**src/rtl/ssb_sync_ctrl.sv**
```systemverilog
// SSB timing controller: acquires PSS/SSS to form the cell ID, then tracks
// the PSS period inside a tolerance window and drops lock after repeated misses.
module ssb_sync_ctrl #(
  parameter int SSB_PERIOD  = 76800,
  parameter int WINDOW      = 8,
  parameter int MAX_MISSES  = 3,
  parameter int SSS_TIMEOUT = 4096
) (
  input  logic       clk_i,
  input  logic       reset_ni,
  input  logic       sample_valid_i,
  input  logic       N_id_2_valid_i,
  input  logic [1:0] N_id_2_i,
  input  logic       N_id_1_valid_i,
  input  logic [8:0] N_id_1_i,
  input  logic       force_search_i,
  output logic [1:0] PSS_detector_mode_o,
  output logic [1:0] requested_N_id_2_o,
  output logic [9:0] N_id_o,
  output logic       N_id_valid_o,
  output logic       locked_o,
  output logic       ssb_start_o,
  output logic       sync_lost_o,
  output logic [1:0] state_o
);

  localparam int SW_RAW = $clog2(SSB_PERIOD + WINDOW + 1);
  localparam int TW_RAW = $clog2(SSS_TIMEOUT);
  localparam int MW_RAW = $clog2(MAX_MISSES + 1);
  localparam int SW = (SW_RAW < 1) ? 1 : SW_RAW;
  localparam int TW = (TW_RAW < 1) ? 1 : TW_RAW;
  localparam int MW = (MW_RAW < 1) ? 1 : MW_RAW;

  localparam logic [SW-1:0] WIN_LO   = SW'(SSB_PERIOD - WINDOW);
  localparam logic [SW-1:0] WIN_HI   = SW'(SSB_PERIOD + WINDOW);
  localparam logic [SW-1:0] MISS_RST = SW'(WINDOW + 1);
  localparam logic [TW-1:0] TMO_LAST = TW'(SSS_TIMEOUT - 1);
  localparam logic [MW-1:0] MISS_MAX = MW'(MAX_MISSES);

  typedef enum logic [1:0] {
    SEARCH   = 2'd0,
    WAIT_SSS = 2'd1,
    TRACK    = 2'd2
  } state_e;

  state_e        state_q, state_d;
  logic [1:0]    mode_q, mode_d;
  logic [1:0]    req_q, req_d;
  logic [9:0]    nid_q, nid_d;
  logic          nid_vld_q, nid_vld_d;
  logic          locked_q, locked_d;
  logic          ssb_start_q, ssb_start_d;
  logic          sync_lost_q, sync_lost_d;
  logic [SW-1:0] smp_cnt_q, smp_cnt_d;
  logic [TW-1:0] tmo_cnt_q, tmo_cnt_d;
  logic [MW-1:0] miss_q, miss_d;

  logic [9:0] n1_ext;
  logic [9:0] nid_calc;
  logic       n1_ok;
  logic       in_win;

  assign n1_ext   = {1'b0, N_id_1_i};
  assign nid_calc = (n1_ext << 1) + n1_ext + {8'b0, req_q};
  assign n1_ok    = N_id_1_valid_i && (N_id_1_i <= 9'd335);
  assign in_win   = (smp_cnt_q >= WIN_LO) && (smp_cnt_q <= WIN_HI);

  always_comb begin
    state_d     = state_q;
    mode_d      = mode_q;
    req_d       = req_q;
    nid_d       = nid_q;
    nid_vld_d   = 1'b0;
    locked_d    = locked_q;
    ssb_start_d = 1'b0;
    sync_lost_d = 1'b0;
    smp_cnt_d   = smp_cnt_q;
    tmo_cnt_d   = tmo_cnt_q;
    miss_d      = miss_q;

    if (force_search_i) begin
      state_d     = SEARCH;
      mode_d      = 2'd0;
      locked_d    = 1'b0;
      sync_lost_d = (state_q == TRACK);
      smp_cnt_d   = '0;
      tmo_cnt_d   = '0;
      miss_d      = '0;
    end else begin
      case (state_q)
        SEARCH: begin
          mode_d   = 2'd0;
          locked_d = 1'b0;
          if (N_id_2_valid_i) begin
            req_d       = N_id_2_i;
            tmo_cnt_d   = '0;
            ssb_start_d = 1'b1;
            state_d     = WAIT_SSS;
          end
        end
        WAIT_SSS: begin
          mode_d = 2'd0;
          // A valid SSS arriving on the timeout cycle still completes acquisition.
          if (n1_ok) begin
            nid_d     = nid_calc;
            nid_vld_d = 1'b1;
            smp_cnt_d = '0;
            miss_d    = '0;
            mode_d    = 2'd1;
            locked_d  = 1'b1;
            state_d   = TRACK;
          end else if (tmo_cnt_q == TMO_LAST) begin
            tmo_cnt_d = '0;
            state_d   = SEARCH;
          end else begin
            tmo_cnt_d = tmo_cnt_q + 1'b1;
          end
        end
        TRACK: begin
          mode_d   = 2'd1;
          locked_d = 1'b1;
          if (N_id_2_valid_i && in_win) begin
            smp_cnt_d   = sample_valid_i ? SW'(1) : '0;
            miss_d      = '0;
            ssb_start_d = 1'b1;
          end else if (sample_valid_i && (smp_cnt_q == WIN_HI)) begin
            // Restart as if the PSS had landed at the nominal position.
            if (miss_q + 1'b1 == MISS_MAX) begin
              state_d     = SEARCH;
              mode_d      = 2'd0;
              locked_d    = 1'b0;
              sync_lost_d = 1'b1;
              smp_cnt_d   = '0;
              miss_d      = '0;
            end else begin
              smp_cnt_d = MISS_RST;
              miss_d    = miss_q + 1'b1;
            end
          end else if (sample_valid_i) begin
            smp_cnt_d = smp_cnt_q + 1'b1;
          end
        end
        default: begin
          state_d  = SEARCH;
          mode_d   = 2'd0;
          locked_d = 1'b0;
        end
      endcase
    end
  end

  always_ff @(posedge clk_i) begin
    if (!reset_ni) begin
      state_q     <= SEARCH;
      mode_q      <= 2'd0;
      req_q       <= 2'd0;
      nid_q       <= 10'd0;
      nid_vld_q   <= 1'b0;
      locked_q    <= 1'b0;
      ssb_start_q <= 1'b0;
      sync_lost_q <= 1'b0;
      smp_cnt_q   <= '0;
      tmo_cnt_q   <= '0;
      miss_q      <= '0;
    end else begin
      state_q     <= state_d;
      mode_q      <= mode_d;
      req_q       <= req_d;
      nid_q       <= nid_d;
      nid_vld_q   <= nid_vld_d;
      locked_q    <= locked_d;
      ssb_start_q <= ssb_start_d;
      sync_lost_q <= sync_lost_d;
      smp_cnt_q   <= smp_cnt_d;
      tmo_cnt_q   <= tmo_cnt_d;
      miss_q      <= miss_d;
    end
  end

  assign PSS_detector_mode_o = mode_q;
  assign requested_N_id_2_o  = req_q;
  assign N_id_o              = nid_q;
  assign N_id_valid_o        = nid_vld_q;
  assign locked_o            = locked_q;
  assign ssb_start_o         = ssb_start_q;
  assign sync_lost_o         = sync_lost_q;
  assign state_o             = state_q;

endmodule

```
**config.mk**
```make
export PLATFORM = sky130hd
export DESIGN_NAME = ssb_sync_ctrl
export DESIGN_NICKNAME = d
export VERILOG_FILES = /design/src/rtl/ssb_sync_ctrl.sv
export SDC_FILE = /design/constraint.sdc
export NUM_CORES = 1
export LEC_CHECK = 0
export CORE_UTILIZATION = 29
export DETAILED_ROUTE_END_ITERATION = 16
export PLACE_DENSITY = 0.48
export SETUP_SLACK_MARGIN = 0.5
export SYNTH_ARGS = -nofsm -noshare
export SYNTH_HDL_FRONTEND = slang
export SYNTH_SLANG_ARGS = --single-unit
```
**constraint.sdc**
```tcl
create_clock -name clk_i -period 2.9 [get_ports clk_i]
set_clock_uncertainty 0.05 [all_clocks]
set_input_delay 0.435 -clock clk_i [delete_from_list [all_inputs] [get_ports clk_i]]
set_output_delay 0.435 -clock clk_i [all_outputs]
set_load 0.05 [all_outputs]
```
# ---- Word level (Yosys, flattened, before mapping)
# Cells that the tools add are included.
# W data, S select, Z words.
dict set report totals {
  register_bits 51
  elab_cells 93
  output_inout_bits 20
}
dict set report op_classes {
  n_addsub 5
  n_lt_le_gt_ge 3
  mux 42
  eq_ne 14
  n_reduce_logical 15
  bitwise_logic 3
}
# operator count
set ops {}
lappend ops {{$mux W17} 4}
lappend ops {{$mux W12} 3}
lappend ops {{$pmux W17 S2} 1}
lappend ops {{$pmux W12 S2} 1}
lappend ops {{$mux W2} 10}
lappend ops {{$add A17 B1 Y17 const B} 1}
lappend ops {{$eq A17 B17 Y1 const B} 1}
lappend ops {{$ge A17 B17 Y1 const B} 1}
lappend ops {{$le A17 B17 Y1 const B} 1}
lappend ops {{$mux W1} 17}
lappend ops {{$reduce_and A3 Y1} 5}
lappend ops {{$add A12 B1 Y12 const B} 1}
lappend ops {{$eq A12 B12 Y1 const B} 1}
lappend ops {{$add A10 B2 Y10} 1}
lappend ops {{$add A10 B9 Y10} 1}
lappend ops {{$le A9 B9 Y1 const B} 1}
lappend ops {{$ne A2 B2 Y1 const B} 4}
lappend ops {{$pmux W1 S2} 3}
lappend ops {{$pmux W2 S3} 1}
lappend ops {{$reduce_and A5 Y1} 1}
lappend ops {{$eq A2 B2 Y1 const B} 2}
lappend ops {{$logic_and A1 B1 Y1} 4}
lappend ops {{$mux W4} 1}
lappend ops {{$ne A2 B1 Y1 const B} 2}
lappend ops {{other kinds (11)} 14}

# ---- Depth between registers and ports, before layout
dict set report logic_depth {
  word_depth 7
  ltp_mapped 10
  ltp_nobuf 10
}

# ---- Least setup slack after synthesis
# No wires, ideal clock.
dict set report synth_timing {
  path_type {register to register}
  start {reg req_q[1], in the netlist requested_N_id_2_o[1]}
  end {reg nid_q[9], in the netlist N_id_o[9]}
  t_arrival_ns 2.401
  path_buffers 0
  stages_incl_launch_ff 11
  setup_time_ns 0.132
  synth_period_minus_slack_ns 2.584
  slack_ns 0.316
  required_ns 2.718
  cell_sequence {dfxtp_1 -> fa_1 -> ha_1 -> inv_1 -> fa_1 -> nor2b_1 -> o2111ai_1 -> a31oi_1 -> or3_1 -> nand3_1 -> a21oi_1}
}
dict set report synth_via {
  elab_chain_cells 1
}
# element line
set synth_lines {}
lappend synth_lines {{start, declared} 48} ;# logic [1:0] req_q, req_d;
lappend synth_lines {{start signal, assigned} 168} ;# req_q <= req_d;
lappend synth_lines {{$add A10 B2 Y10} 64} ;# assign nid_calc = (n1_ext << 1) + n1_ext + {8'b0, req_q};
lappend synth_lines {{end signal, assigned} 169} ;# nid_q <= nid_d;
lappend synth_lines {{end, declared} 49} ;# logic [9:0] nid_q, nid_d;
# No other way between the ends.
# A chain may end at the register's enable or synchronous reset.

# ---- Worst setup path after layout
# Same ends and word-level chain as after synthesis.

==> results.md <==
- GRT Overall Usage: 16.0%
- Logic pwr share: roughly 17%
- First drt pass iteration count: 4
- Clock power frac: 43.9%
- Initial Util: around 30%
- FFs w/ async S/R, synth: 0%
- GR peak layer: met2
- Clock insertion delay at the later pin of the skew report: 0.30 ns
- EDFF count, synth: 0
- CP cell instances: fa_1, ha_2, inv_2, fa_2, nor2b_4, o2111ai_2, a31oi_1, or3_1, nand3_1, a21oi_1
- Die area: 11800 µm²
- Routed Antenna Nets: 0
- Internal Power: between 1 and 1.5 mW
- Most frequent cell after synthesis: dfxtp_1
- Cell Area, Synth: around 3300 µm²
- Std cell rows: 38
- Non-Filler Instances: ~610
- Num CTS Buffers: 5
- Critical Path Fanout Max: 3
- DRC: 0
- Worst setup EP type: register
- Switching Share: 25.1%
- Crit Path Class: register to register
- Setup_tns: 0 ns
- Met3 usage: between 2 and 3%
- CTS tree: done
- Worst-path clk slew: 0.07 ns
- Setup WS post-layout: 0.479 ns
- 1st-iter DRT viols: 141
- Pre-CTS WS: -0.184 ns
- Via density: 5.20
- CP peak stage delay: 0.54 ns
- First-pass GRT wire length: approximately 15000 µm
- FMAX: between 400 and 500 MHz
- Port Buf Inserts: 35
- Vias in the first global route: 2897
- Syn-to-layout area delta: 35.6%
- HP Class: register to register
- Hold Buf Count CTS: 0
- Worst IR Drop VDD: 0.324 mV
- Largest net degree at the start of global routing: 23
- Status: completed
- CP max-delay cell: fa_1
- Die height: 109 µm
- Worst EP arrival: 2.60 ns
- Top cells by count, synth: 50 x dfxtp_1, 45 x nand2_1, 32 x nor2_1, 30 x nand3_1, 28 x ha_1
- HPWL after DPL: 6470 µm
- Layout fillers: about 1100
- Setup Viol. Count Final: 0
- Min Tclk post-route: around 2.4 ns
- Headroom to the max-slew limit: 63.9%
- Placed insts: 583
- Synth cell types: 67
- Reg power frac: 38.9%
- Synthesized area per cell: between 8 and 9 µm²
- CP required: 3.08 ns
- WL per Instance: 15.3 µm
- Leakage: roughly 1.7 nW
- Period utilization: approximately 83%
- Routed vias: about 3200
- Synth Warn #: 0
- Share of cells above drive strength 1: approximately 22%
- Max Slew Vio Count: 0
- Final wirelength: 9310 µm
- RSZ-0062 raised after global routing: yes
- Initial antenna violation count: 0
- Die span in x: 109 µm
- Register area share after synthesis: 30.4%
- Top post-synthesis cells by area: dfxtp_1 30%, ha_1 11%, nand2_1 5.1%
- Setup crit start kind: register
- Slew @ Worst Pin: roughly 0.54 ns
- Clk root buf: clkbuf_16
- Dominant cell type by area after synthesis: dfxtp_1
- FF+latch count, synth: 50
- Final Hold Fails: 0
- Global Route met1 Usage: 22.0%
- Clock Tree Buf Depth: 2
- CP top delay family: adder cells
- Post-layout util: roughly two fifths
- Diode count: 0
- Sw power: 450 µW
- WP buf/inv: 1
- Power Dens Cells: roughly 400 nW/µm²
- # H-tree levels: 2
- Main synth FF type: dfxtp_1
- Mapped Nets: 449
- Reported max-cap violation count: 0
- RePlAce Congestion: roughly 0.81
- GRT met2 Usage: approximately a quarter
- Core Box Area: between 10000 and 15000 µm²
- Top cell type's share of synthesized area: 30.4%
- Grt total ovfl: 0
- Gate Count Post-Synth: 402
- Ports: 37
- Nets@finish: around 500
- Clock Sinks: 50
## flip-flops by register name (all words and copies together), names as in the netlist
signal	cells
N_id_o	10
N_id_valid_o	1
PSS_detector_mode_o	1
locked_o	1
miss_q	2
requested_N_id_2_o	2
smp_cnt_q	17
ssb_start_o	1
state_o	2
sync_lost_o	1
tmo_cnt_q	12
## final cells by class
cell class	count	area (µm²)	share of cell area, %
Clock inverter	2	60.1	1.34
Tap cell	140	175	3.92
Clock buffer	6	139	3.11
Multi-Input combinational cell	313	2340	52.3
Timing Repair Buffer	75	654	14.6
Inverter	23	88.8	1.99
Sequential cell	50	1010	22.7
## per-stage QoR
step | total power, mW | hold WS [ns] | instance area [µm²]
floorplan | 0.885 | 0.400 | 3300
global placement | 0.988 | 0.394 | 3910
detailed placement | 0.988 | 0.400 | 3910
CTS | 1.80 | 0.410 | 4240
global route | 1.88 | 0.433 | 4470
finish | 1.79 | 0.410 | 4470
## power by group through the flow
stage	Sequential (mW)	Combinational [mW]	Clock (mW)
2_1_floorplan	0.734	0.151	0
3_3_place_gp	0.715	0.273	0
3_5_place_dp	0.715	0.274	0
4_1_cts	0.699	0.288	0.810
5_1_grt	0.697	0.339	0.848
6_report	0.697	0.308	0.787
## worst min-delay path, cell delays in order, from the launching register on
cell and delay (ns):
dfxtp_1 0.31, nand2_1 0.05, a21oi_1 0.05
## timing repair
action	CTS	global route
pin swaps	15	19
setup endpoints to repair	28	43
buffers inserted	8	6
gates cloned	1	3
gates resized for setup	19	45
## worst paths after layout
path,start,end,slack [ns],depth (start not counted)
worst max-delay path,requested_N_id_2_o[1],N_id_o[9],0.48,10
worst min-delay path,N_id_o[3],N_id_o[3],0.41,2
worst max register to register,requested_N_id_2_o[1],N_id_o[9],0.48,10
worst min register to register,N_id_o[3],N_id_o[3],0.41,2
## cells in the final DEF, fill, tap and decap left out, drive strengths merged, types with 3 or more instances in the layout
cell           netlist  layout
o21ai               18      18
and3                 7       7
and2                 3       3
a31oi                7       7
a21oi               18      18
nand3               30      30
nor3                 6       6
nor2b                3       3
a31o                 3       3
buf                  6      40
o21ba                1       4
nor4                10      10
dlymetal6s2s         0       4
o22ai                4       4
o211a                4       4
dlygate4sd2          0       3
and4                 3       3
mux2i                6       6
o41ai                3       3
xnor2               10      10
nand4                7       7
clkdlybuf4s50        0      27
nand4b               4       4
nand2b               3       3
or2                  6       6
ha                  28      28
dfxtp               50      50
nor2                33      33
inv                 23      23
xor2                 4       4
o211ai               7       7
nand2               45      45
clkbuf              13       6
or3                  3       3
## per-layer routing
layer  wire length (µm)  up-vias
met5                  0        -
met2               4270       61
met3                280       11
met4                140        0
li1                   -     1592
met1               4620     1505
## cells by family (layout without fill, tap and decap cells)
group | after synthesis | count (layout) | share of synthesized area [%]
muxes | 6 | 6 | 1.82
and+or+nand+nor | 170 | 170 | 27.1
adders and majority gates | 30 | 30 | 11.8
DFF | 50 | 50 | 30.4
buffers and inverters | 42 | 106 | 5.85
AOI/OAI and AO/OA | 89 | 92 | 19.2
xor gates and xnor gates | 14 | 14 | 3.72
other | 1 | 1 | 0.114
No activity file was read; power rests on OpenSTA's default activity.
